[config.mk]
export PLATFORM = sky130hd
export DESIGN_NAME = branch_resolve_unit
export DESIGN_NICKNAME = d
export VERILOG_FILES = /design/src/rtl/branch_resolve_unit.sv
export SDC_FILE = /design/constraint.sdc
export NUM_CORES = 1
export LEC_CHECK = 0
export CAP_MARGIN = 10
export CELL_PAD_IN_SITES_DETAIL_PLACEMENT = 1
export CELL_PAD_IN_SITES_GLOBAL_PLACEMENT = 2
export CORE_UTILIZATION = 46
export CTS_CLUSTER_SIZE = 20
export DETAILED_ROUTE_END_ITERATION = 10
export GPL_TIMING_DRIVEN = 0
export MAX_ROUTING_LAYER = met4
export PLACE_DENSITY = 0.9
export SYNTH_ARGS = -nofsm -noshare
export SYNTH_HDL_FRONTEND = slang
export SYNTH_SLANG_ARGS = --single-unit
[constraint.sdc]
create_clock -name clk -period 9.5 [get_ports clk]
set_input_delay 1.9 -clock clk [delete_from_list [all_inputs] [get_ports clk]]
set_output_delay 1.9 -clock clk [all_outputs]
set_load 0.02 [all_outputs]
[src/rtl/branch_resolve_unit.sv]
// branch_resolve_unit: resolution-side partner of the gshare predictor.
// Keeps an in-order queue of fetch-time predictions, checks each one
// against the EXE outcome and drives predictor training plus the
// redirect/flush on a mispredict.
// Optional build macro: BRU_PERF_CNT_EN adds perf_branches/perf_mispredicts.
//
// Handshake: IF pushes a prediction when fetch_valid=1 and queue_full=0
// (a push while full is dropped). EXE resolves the oldest entry with a
// single-cycle ex_valid pulse; there is no back-pressure toward EXE.
module branch_resolve_unit #(
  parameter int DEPTH        = 4,
  parameter int FLUSH_CYCLES = 2
) (
  input  logic        clk,
  input  logic        reset_n,
  input  logic        fetch_valid,
  input  logic [31:0] fetch_pc,
  input  logic        fetch_pred_taken,
  input  logic [31:0] fetch_pred_target,
  input  logic        ex_valid,
  input  logic        ex_taken,
  input  logic [31:0] ex_target,
  output logic        queue_full,
  output logic        update,
  output logic        actual_taken,
  output logic        mispredict,
  output logic        redirect_valid,
  output logic [31:0] redirect_pc,
  output logic        flush,
`ifdef BRU_PERF_CNT_EN
  output logic        order_err,
  output logic [31:0] perf_branches,
  output logic [31:0] perf_mispredicts
`else
  output logic        order_err
`endif
);

  localparam int PW  = $clog2(DEPTH);
  localparam int CW  = PW + 1;
  localparam int FCW = (FLUSH_CYCLES > 1) ? $clog2(FLUSH_CYCLES) : 1;

  typedef enum logic {RUN, FLUSH} state_t;

  state_t          state;
  logic [FCW-1:0]  flush_cnt;
  logic [PW-1:0]   wr_ptr;
  logic [PW-1:0]   rd_ptr;
  logic [CW-1:0]   count;

  logic [31:0]     pc_q   [DEPTH];
  logic            pt_q   [DEPTH];
  logic [31:0]     tgt_q  [DEPTH];

  logic [31:0]     head_pc;
  logic            head_pt;
  logic [31:0]     head_tgt;
  logic            in_run;
  logic            do_pop;
  logic            do_push;
  logic            miss;

  // Head-of-queue view and the push/pop/mispredict decisions for this cycle.
  always_comb begin
    head_pc    = pc_q[rd_ptr];
    head_pt    = pt_q[rd_ptr];
    head_tgt   = tgt_q[rd_ptr];
    queue_full = (count == CW'(DEPTH));
    in_run     = (state == RUN);
    do_pop     = in_run && ex_valid && (count != '0);
    miss       = do_pop && ((head_pt != ex_taken) ||
                            (head_pt && ex_taken && (head_tgt != ex_target)));
    // A push coinciding with a mispredict belongs to the wrong path.
    do_push    = in_run && fetch_valid && !queue_full && !miss;
  end

  // Prediction storage; contents are only meaningful below count.
  always_ff @(posedge clk) begin
    if (do_push) begin
      pc_q[wr_ptr]  <= fetch_pc;
      pt_q[wr_ptr]  <= fetch_pred_taken;
      tgt_q[wr_ptr] <= fetch_pred_target;
    end
  end

  // Queue pointers and occupancy; a mispredict empties the queue.
  always_ff @(posedge clk or negedge reset_n) begin
    if (!reset_n) begin
      wr_ptr <= '0;
      rd_ptr <= '0;
      count  <= '0;
    end else if (miss) begin
      wr_ptr <= '0;
      rd_ptr <= '0;
      count  <= '0;
    end else begin
      if (do_push) wr_ptr <= wr_ptr + PW'(1);
      if (do_pop)  rd_ptr <= rd_ptr + PW'(1);
      case ({do_push, do_pop})
        2'b10:   count <= count + CW'(1);
        2'b01:   count <= count - CW'(1);
        default: count <= count;
      endcase
    end
  end

  // Registered resolution results: training pulse and redirect.
  always_ff @(posedge clk or negedge reset_n) begin
    if (!reset_n) begin
      update         <= 1'b0;
      actual_taken   <= 1'b0;
      mispredict     <= 1'b0;
      redirect_valid <= 1'b0;
      redirect_pc    <= '0;
    end else begin
      update         <= do_pop;
      actual_taken   <= do_pop ? ex_taken : 1'b0;
      mispredict     <= miss;
      redirect_valid <= miss;
      if (miss) redirect_pc <= ex_taken ? ex_target : head_pc + 32'd4;
    end
  end

  // RUN/FLUSH sequencing; flush rises together with redirect_valid.
  always_ff @(posedge clk or negedge reset_n) begin
    if (!reset_n) begin
      state     <= RUN;
      flush_cnt <= '0;
      flush     <= 1'b0;
    end else begin
      case (state)
        RUN: begin
          if (miss) begin
            state     <= FLUSH;
            flush_cnt <= FCW'(FLUSH_CYCLES - 1);
            flush     <= 1'b1;
          end
        end
        FLUSH: begin
          if (flush_cnt == '0) begin
            state <= RUN;
            flush <= 1'b0;
          end else begin
            flush_cnt <= flush_cnt - FCW'(1);
          end
        end
        default: begin
          state <= RUN;
          flush <= 1'b0;
        end
      endcase
    end
  end

  // Sticky flag: EXE resolved a branch that was never recorded.
  always_ff @(posedge clk or negedge reset_n) begin
    if (!reset_n)                          order_err <= 1'b0;
    else if (in_run && ex_valid && count == '0) order_err <= 1'b1;
  end

`ifdef BRU_PERF_CNT_EN
  // Event counters driven by the registered pulses, wrapping at 2^32.
  always_ff @(posedge clk or negedge reset_n) begin
    if (!reset_n) begin
      perf_branches    <= '0;
      perf_mispredicts <= '0;
    end else begin
      if (update)     perf_branches    <= perf_branches + 32'd1;
      if (mispredict) perf_mispredicts <= perf_mispredicts + 32'd1;
    end
  end
`endif

endmodule

### After elaboration in Yosys (flattened, before gate mapping)

Memory sizes are Yosys's and may differ from the RTL's.
Index checks and enable logic that the tools add are counted.

| word-level totals | value |
|---|---|
| register bits | 46 |
| latch bits | 0 |
| bits in writable memories | 260 |
| memory bits (read-only) | 0 |
| output and inout bits | 39 |
| memories | 3 |

Memories:

| memory | depth | bits a word | rd ports | clocked after Yosys merged registers in | wr ports | line | RTL |
|---|---|---|---|---|---|---|---|
| pc_q | 4 | 32 | 1 | 0 | 1 | 51 | `logic [31:0] pc_q [DEPTH];` |
| tgt_q | 4 | 32 | 1 | 0 | 1 | 53 | `logic [31:0] tgt_q [DEPTH];` |
| pt_q | 4 | 1 | 1 | 0 | 1 | 52 | `logic pt_q [DEPTH];` |

| cells by class | value |
|---|---|
| add/subtract/negate cells | 6 |
| multipliers | 0 |
| divide/modulo/power cells | 0 |
| order comparisons | 0 |
| equality and inequality tests | 7 |
| shift-type cells | 0 |
| muxes and demuxes | 18 |
| bitwise gates (word level) | 1 |
| reduce and logical (&&, ||, !) cells | 18 |

Operator list:

| kind | count |
|---|---|
| 32-bit by 3-bit adder with 32-bit output, second input constant | 1 |
| 32-bit 2-to-1 mux | 1 |
| 32-bit != test | 1 |
| 1-bit logical AND | 9 |
| 1-bit 2-to-1 mux | 8 |
| 2-bit 2-to-1 mux | 4 |
| 1-bit case mux with 2 select lines | 3 |
| 3-bit case mux with 2 select lines | 1 |
| 3-bit nonzero test | 2 |
| 2-bit by 1-bit adder with 2-bit output, second input constant | 2 |
| 2-bit nonzero test | 2 |
| 3-bit by 1-bit adder with 3-bit output, second input constant | 1 |
| 3-bit == test, second input constant | 1 |
| 3-bit zero test | 1 |
| 3-bit 2-to-1 mux | 1 |
| 3-bit by 1-bit subtractor with 3-bit output, second input constant | 1 |
| 2-bit by 1-bit == test with 1-bit output, second input constant | 1 |
| 2-bit == test, second input constant | 1 |
| 1-bit zero test | 2 |
| 2-bit by 1-bit != test with 1-bit output, second input constant | 1 |
| 2-bit != test, second input constant | 1 |
| 2-bit AND reduction | 1 |
| 1-bit logical OR | 1 |
| 1-bit != test | 1 |
| 2 further kinds | 2 |

### Logic depth before layout (Yosys ltp)

Gate-level depths: netlist of run 1.
An unclocked memory read counts as a cell.

| depth | value |
|---|---|
| depth after elaboration | 10 |
| mapped depth | 14 |
| depth with buffers taken out | 12 |

### Worst setup path before layout of run 1

No wires, ideal clock.

| path | value |
|---|---|
| kind | input to register |
| start point | input ex_target[6] |
| end point | memory pc_q[0][0], enable pin |
| setup time | 0.430 ns |
| arrival time | 4.641 ns |
| path slack | 4.429 ns |
| cell stages on the path | 7 |
| cells stage by stage | xnor2_1 > nand4_1 > nor4_2 > a21boi_2 > o21ai_4 > buf_6 > and3_1 |

| on the way | value |
|---|---|
| longest elaborated chain between the ends | 8 |

RTL lines:

| item | line | RTL |
|---|---|---|
| start: declaration | 22 | `input logic [31:0] ex_target,` |
| 32-bit != test | 72 | `(head_pt && ex_taken && (head_tgt != ex_target)));` |
| 1-bit logical AND | 72 |  |
| 1-bit logical OR | 71 | `miss = do_pop && ((head_pt != ex_taken) \|\|` |
| 1-bit logical AND | 71 |  |
| 1-bit zero test | 74 | `do_push = in_run && fetch_valid && !queue_full && !miss;` |
| 1-bit logical AND | 74 |  |
| 1-bit 2-to-1 mux | 79 | `if (do_push) begin` |
| 1-bit 2-to-1 mux (implied by the code) | 80 | `pc_q[wr_ptr] <= fetch_pc;` |
| end: declaration | 51 |  |

Every way passes these cells.

### Worst setup path after layout of run 1

| path | value |
|---|---|
| start point | input ex_target[8] |
| end point | memory tgt_q[1][15], enable pin |

| on the way | value |
|---|---|
| longest elaborated chain between the ends | 8 |

RTL lines:

| item | line | RTL |
|---|---|---|
| 32-bit != test | 72 |  |
| 1-bit logical AND | 72 |  |
| 1-bit logical OR | 71 |  |
| 1-bit logical AND | 71 |  |
| 1-bit zero test | 74 |  |
| 1-bit logical AND | 74 |  |
| 1-bit 2-to-1 mux | 79 |  |
| 1-bit 2-to-1 mux (implied by the code) | 82 | `tgt_q[wr_ptr] <= fetch_pred_target;` |
| end: declaration | 53 |  |

Every way passes these cells.

==> results.toml, run 1 <==
[clock_network]
cts-root-buf = "clkbuf_16"
cts_setup_buffers = 0
cts.clk_slew.worst_paths_ns = 0.06
hold_buffers = 0
cts_buffers = 34
cts_tree = "built"
htreeDepth = 2
clock_latency_ns = 0.52
clock-sinks = 306
cts_resized = 0
clockBufferDepth = 3

[global_routing]
grt_first_pass_wirelength_um = 47900
grt_overflow = 0
grt_max_degree = 46
antenna_found_initial = 0
grt_pass1_vias = 7533
grt_usage = 0.241

[setup_path]
path_max_fanout = 44
cp.arrival_ns = 5.08
cp-start-kind = "input pin"
critPathCaptureType = "register"
crit_required_ns = 9.67
crit_type = "input pin to register"

[timing]
post-route-min-period_ns = 4.90
fmax_ghz = 0.204
finalCritPeriodShare = 0.516
setup_viol = 0
finClkSkew_ns = 0.0238
tightest_slew_ns = 1.15
hold_viol_final = 0
slew_violations = 0
rsz0062_at_grt = "false"
relSlewSlack = 0.234
finalSetupTns_ns = 0

[floorplanning]
start_util = 0.471
die_x_um = 169
core_mm2 = 0.0271
num_rows = 60
io_pins = 141
die_height_um = 169
dieArea_mm2 = 0.0284

[cells_and_area]
fill_cells = 2410
fin_area_mm2 = 0.0158
utilization = 0.584
finalNonFillerCells = 1255
area_growth_pct = 24.0
fin_nets = 967
drive_gt1_frac = 0.207
antenna_cells = 0

[pwr]
seqPwrFrac = 0.389
power.switching_mw = 1.48
powerDensity_mw_per_mm2 = 301
p_comb_frac = 0.348
power_frac_clock = 0.263
fin_total_pwr_mw = 4.77
switching_share = 0.311
p_leak_nw = 5.34
irDropWorstVdd_mv = 0.189
p_int_mw = 3.29

[detailed_routing]
routedWlPerCell_um = 25.4
final_antenna_net_count = 0
route.detailed.drc = 0
routed_wirelength_um = 31900
vias = 7037
first_iter_violations = 625
viasPerCell = 5.61
drt_pre_antenna_iters = 5

[place]
hpwl_um = 21700
postPlaceCellArea_mm2 = 0.0148
place.port_buffers = 140
gp_congestion = 0.773
placedCellCount = 1194

[yosys]
yosysMostFrequentCell = "edfxtp_1"
yosysWarnings = 0
synth-edff-count = 260
synth_top_family_by_area = "multiplexers"
async_flop_share = 0.150
synth_ff_type = "edfxtp_1"
synth_cell_types = 50
synthesis.instances = 677
syn_area_mm2 = 0.0128
synthesis.nets = 786
synth_xor_xnor_area_share = 0.0426
ys_ff_latch = 306
synth_top_area_frac = 0.612
avgSynthCellArea_um2 = 18.8
synth_seq_area_share = 0.702
yosysTopAreaCell = "edfxtp_1"
synthTopCellsByArea = "edfxtp_1 61%, mux4_2 11%, dfrtp_1 9.0%"
synth.mux.area_fraction = 0.157
synthSimpleGateAreaFrac = 0.0496
synth-compound-area-share = 0.0199
ys_top_cells_by_count = "260 x edfxtp_1, 64 x mux4_2, 46 x dfrtp_1"
synth-adder-area-share = 0.00745

[flow_run]
drv_cap = 0

[run_status]
status = "finished, final reports clean"

[min_path]
hp-class = "register to register"
## flip-flops by register name (all words and copies together), names as in the netlist
signal	flops
actual_taken	1
count	3
flush	1
flush_cnt	1
order_err	1
pc_q	128
pt_q	4
rd_ptr	2
redirect_pc	32
redirect_valid	1
state	1
tgt_q	128
update	1
wr_ptr	2
## layout by cell type, fill, tap and decap left out, types with 5 or more instances in the layout
cell type | Yosys | final
clkbuf_1 | 12 | 22
dfrtp_1 | 46 | 46
xnor2_1 | 41 | 41
nand4_1 | 21 | 21
inv_1 | 7 | 7
mux2_2 | 7 | 7
clkdlybuf4s50_1 | 0 | 139
clkinv_2 | 0 | 5
mux4_2 | 64 | 64
clkinv_1 | 1 | 6
ha_1 | 6 | 6
nand2_1 | 41 | 41
nor2_1 | 6 | 6
mux2_4 | 30 | 30
buf_4 | 7 | 7
nand3_1 | 10 | 10
o21ai_0 | 31 | 31
clkbuf_16 | 0 | 35
buf_12 | 4 | 5
edfxtp_1 | 260 | 260
nor3_1 | 6 | 6
xor2_1 | 21 | 21
## worst paths after layout
check                                 startpoint                          end  slack, ns  depth (start not counted)
min reg2reg                flush_cnt$_DFFE_PN0P_              state$_DFF_PN0_       0.49                          2
min in group asynchronous                reset_n  redirect_pc[27]$_DFFE_PN0P_       1.28                          1
min                        flush_cnt$_DFFE_PN0P_              state$_DFF_PN0_       0.49                          2
max in group asynchronous                reset_n        rd_ptr[0]$_DFFE_PN0P_       7.68                          2
max                                 ex_target[8]       tgt_q[1][15]$_DFFE_PP_       4.60                          9
max reg2reg                rd_ptr[1]$_DFFE_PN0P_       tgt_q[1][15]$_DFFE_PP_       5.07                         10
## per-stage QoR
stage          hold WS (ns)  worst slack [ns]
6_report              0.489              4.60
5_1_grt               0.532              4.47
4_1_cts               0.490              4.60
3_5_place_dp          0.474              4.21
3_3_place_gp          0.443              2.12
2_1_floorplan         0.449              4.43
## final cells by class
cell class | instances | area (um^2) | share of cell area
Clock inverter | 15 | 128 | 0.00806
Sequential cell | 306 | 8960 | 0.566
Inverter | 8 | 30.0 | 0.00190
Tap cell | 372 | 465 | 0.0294
Buffer | 33 | 249 | 0.0157
Multi-Input combinational cell | 330 | 3540 | 0.224
Timing Repair Buffer | 145 | 1530 | 0.0965
Clock buffer | 46 | 927 | 0.0586
## power groups by stage
stage          combinational [mW]  sequential, mW  clock [mW]
2_1_floorplan                1.01            1.93           0
3_3_place_gp                 1.59            1.88           0
3_5_place_dp                 1.66            1.88           0
4_1_cts                      1.68            1.86        1.28
5_1_grt                      1.77            1.88        1.32
6_report                     1.66            1.86        1.25
## metal layers
layer,share of wire,wire (um),vias to the layer above,global-route usage
met2,0.50,15900,256,0.388
met3,0.056,1770,69,0.0407
met4,0.027,845,0,0.0747
met5,0,0,-,-
li1,-,-,3043,-
met1,0.42,13400,3669,0.317
## critical path, cell delays in order
cell	delay [ns]
clkdlybuf4s50_1	0.50
xnor2_1	0.32
nand4_1	0.18
nor4_2	0.48
a21boi_2	0.22
o21ai_4	0.45
buf_6	0.20
and3_4	0.46
buf_16	0.31
## cells by family after synthesis
group / Yosys count
xor+xnor: 62
mux: 102
compound gates: 42
fa+ha+maj: 7
flops: 306
buf+inv: 41
simple gates: 117
Power figures use the tool's default switching activity.
==> inputs of run 2 (changes only) <==
--- a/config.mk
+++ b/config.mk
@@ -8,12 +8,12 @@
 export CAP_MARGIN = 10
 export CELL_PAD_IN_SITES_DETAIL_PLACEMENT = 1
 export CELL_PAD_IN_SITES_GLOBAL_PLACEMENT = 2
-export CORE_UTILIZATION = 46
+export CORE_UTILIZATION = 43
 export CTS_CLUSTER_SIZE = 20
 export DETAILED_ROUTE_END_ITERATION = 10
 export GPL_TIMING_DRIVEN = 0
 export MAX_ROUTING_LAYER = met4
-export PLACE_DENSITY = 0.9
+export PLACE_DENSITY = 0.85
 export SYNTH_ARGS = -nofsm -noshare
 export SYNTH_HDL_FRONTEND = slang
 export SYNTH_SLANG_ARGS = --single-unit
==> constraint.sdc (replaced) <==
create_clock -name clk -period 4.65 [get_ports clk]
set_input_delay 0.93 -clock clk [delete_from_list [all_inputs] [get_ports clk]]
set_output_delay 0.93 -clock clk [all_outputs]
set_load 0.02 [all_outputs]
==> run 2 against run 1 <==
  * Sequential power is 100% higher
  * Total power grew 110%
  * First-iteration DRC count down 20%
  * Cell area rose by 0.48%
  * Global-route usage shrank 2.0 points
  * Register-to-register slack worse by 4.9 ns
  * Flip-flop and latch count unchanged
==> results.toml, run 2 (same netlist as run 1, synthesis figures left out) <==
[setup_path]
crit_chain = "buf_1 -> mux4_1 -> xnor2_1 -> nand4_1 -> nor4_2 -> a21boi_2 -> o21ai_4 -> buf_6 -> and3_4 -> buf_16"
cp-start-kind = "register"
cp.arrival_ns = 4.63
critPathBufInv = 3
max_stage_delay_ns = 0.64
crit_required_ns = 4.82
critPathCaptureType = "register"
path_max_fanout = 45
cpMaxStageDelayCell = "buf_1"
path_delay_family = "buffers and inverters"
crit_type = "register to register"

[timing]
finClkSkew_ns = 0.0295
finalCritPeriodShare = 0.959
fmax_ghz = 0.224
post-route-min-period_ns = 4.46
whs_ns = 0.345
relSlewSlack = 0.270
tightest_slew_ns = 1.09
slew_violations = 0
rsz0062_at_grt = "false"
setup_viol = 0
hold_viol_final = 0

[detailed_routing]
final_antenna_net_count = 0
vias = 6947
drt_pre_antenna_iters = 5
viasPerCell = 5.50
routed_wirelength_um = 31600
route.detailed.drc = 0
routedWlPerCell_um = 25.0
first_iter_violations = 497

[cells_and_area]
antenna_cells = 0
fill_cells = 2615
fin_area_mm2 = 0.0159
drive_gt1_frac = 0.208
utilization = 0.550
fin_nets = 966
reg.largest.list = "pc_q: 128 flops, tgt_q: 128 flops, redirect_pc: 32 flops"
final_cell_mix = "260 x edfxtp_1, 139 x clkdlybuf4s50_1, 64 x mux4_2"
final_common_cell = "edfxtp_1"
area_growth_pct = 24.6

[floorplanning]
start_util = 0.441
dieArea_mm2 = 0.0304
die_x_um = 174
num_rows = 62
die_height_um = 174
io_pins = 141
core_mm2 = 0.0289

[run_status]
status = "finished, final reports clean"

[pwr]
p_leak_nw = 5.38
irDropWorstVdd_mv = 0.321
powerDensity_mw_per_mm2 = 622

[clock_network]
clock-sinks = 306
clock_latency_ns = 0.52
cts_tree = "built"
cts-root-buf = "clkbuf_16"
cts.clk_slew.worst_paths_ns = 0.06
clockBufferDepth = 3
cts_setup_buffers = 0
hold_buffers = 0
htreeDepth = 2
cts_resized = 0
cts_buffers = 34

[global_routing]
grt_pass1_vias = 7457
use_met2 = 0.366
grt_first_pass_wirelength_um = 47600
grt_use_met3 = 0.0311
top_usage_layer = "met2"
use_met1 = 0.285
antenna_found_initial = 0
grt_max_degree = 57
grt_overflow = 0
grt_usage = 0.221

[place]
place.port_buffers = 140
gp_congestion = 0.811
postPlaceCellArea_mm2 = 0.0148
hpwl_um = 21900

[min_path]
hp-class = "input pin to async pin"

[flow_run]
drv_cap = 0
==> run 2: changes by cell type in the layout (fill, tap and decap cells not counted) <==
cell,before,now
inv_6,1,0
clkbuf_16,35,37
clkinv_1,6,8
clkbuf_1,22,17
clkbuf_8,1,0
clkinvlp_4,2,0
bufinv_16,2,4
==> run 2: worst paths after layout <==
check | endpoint | start | cells after the start | slack, ns
worst min register to register | order_err$_DFFE_PN0P_ | order_err$_DFFE_PN0P_ | 1 | 0.46
worst min-delay path | actual_taken$_DFF_PN0_ | reset_n | 1 | 0.34
worst max-delay path | pc_q[0][9]$_DFFE_PP_ | rd_ptr[1]$_DFFE_PN0P_ | 10 | 0.19
min in group clk | order_err$_DFFE_PN0P_ | order_err$_DFFE_PN0P_ | 1 | 0.46
worst max register to register | pc_q[0][9]$_DFFE_PP_ | rd_ptr[1]$_DFFE_PN0P_ | 10 | 0.19
max in group asynchronous | redirect_pc[10]$_DFFE_PN0P_ | reset_n | 2 | 3.75
==> run 2: layer usage <==
layer	vias to the layer above	part of all wire
li1	3040	-
met1	3661	0.42
met2	197	0.51
met3	49	0.047
met4	0	0.023
met5	-	0
==> run 2: cell type report <==
| class | instances | area [um^2] | share of cell area |
|---|---|---|---|
| flip-flops and latches | 306 | 8960 | 0.563 |
| multi-input cells | 330 | 3540 | 0.223 |
| repair buffers | 145 | 1530 | 0.0960 |
| clock buffers | 43 | 948 | 0.0596 |
| well taps | 384 | 480 | 0.0302 |
| plain buffers | 32 | 245 | 0.0154 |
| clock inverters | 16 | 171 | 0.0108 |
| inverters | 8 | 30.0 | 0.00189 |
==> run 2: where the power goes <==
group	switching (mW)	total [mW]	leakage (nW)	internal, mW
clock	1.04	2.70	0.550	1.66
sequential	0.267	3.80	2.92	3.53
combinational	1.73	3.39	1.91	1.67
==> run 2: metrics by stage <==
step	power, mW	setup TNS [ns]	setup slack (ns)	std cells
after CTS	10.0	0	0.0153	1265
after floorplan	6.01	0	0.144	677
after detailed placement	7.27	0	0.100	1206
final	9.89	0	0.190	1264
after global routing	10.3	0	0.0128	1264
after global placement	7.16	-512.79	-2.00	1201
==> run 2: worst register-to-register path: stages (launching register included) <==
cell and delay [ns]:
dfrtp_1 0.48, buf_1 0.64, mux4_1 0.44, xnor2_1 0.19, nand4_1 0.23, nor4_2 0.42
a21boi_2 0.20, o21ai_4 0.49, buf_6 0.22, and3_4 0.45, buf_16 0.31
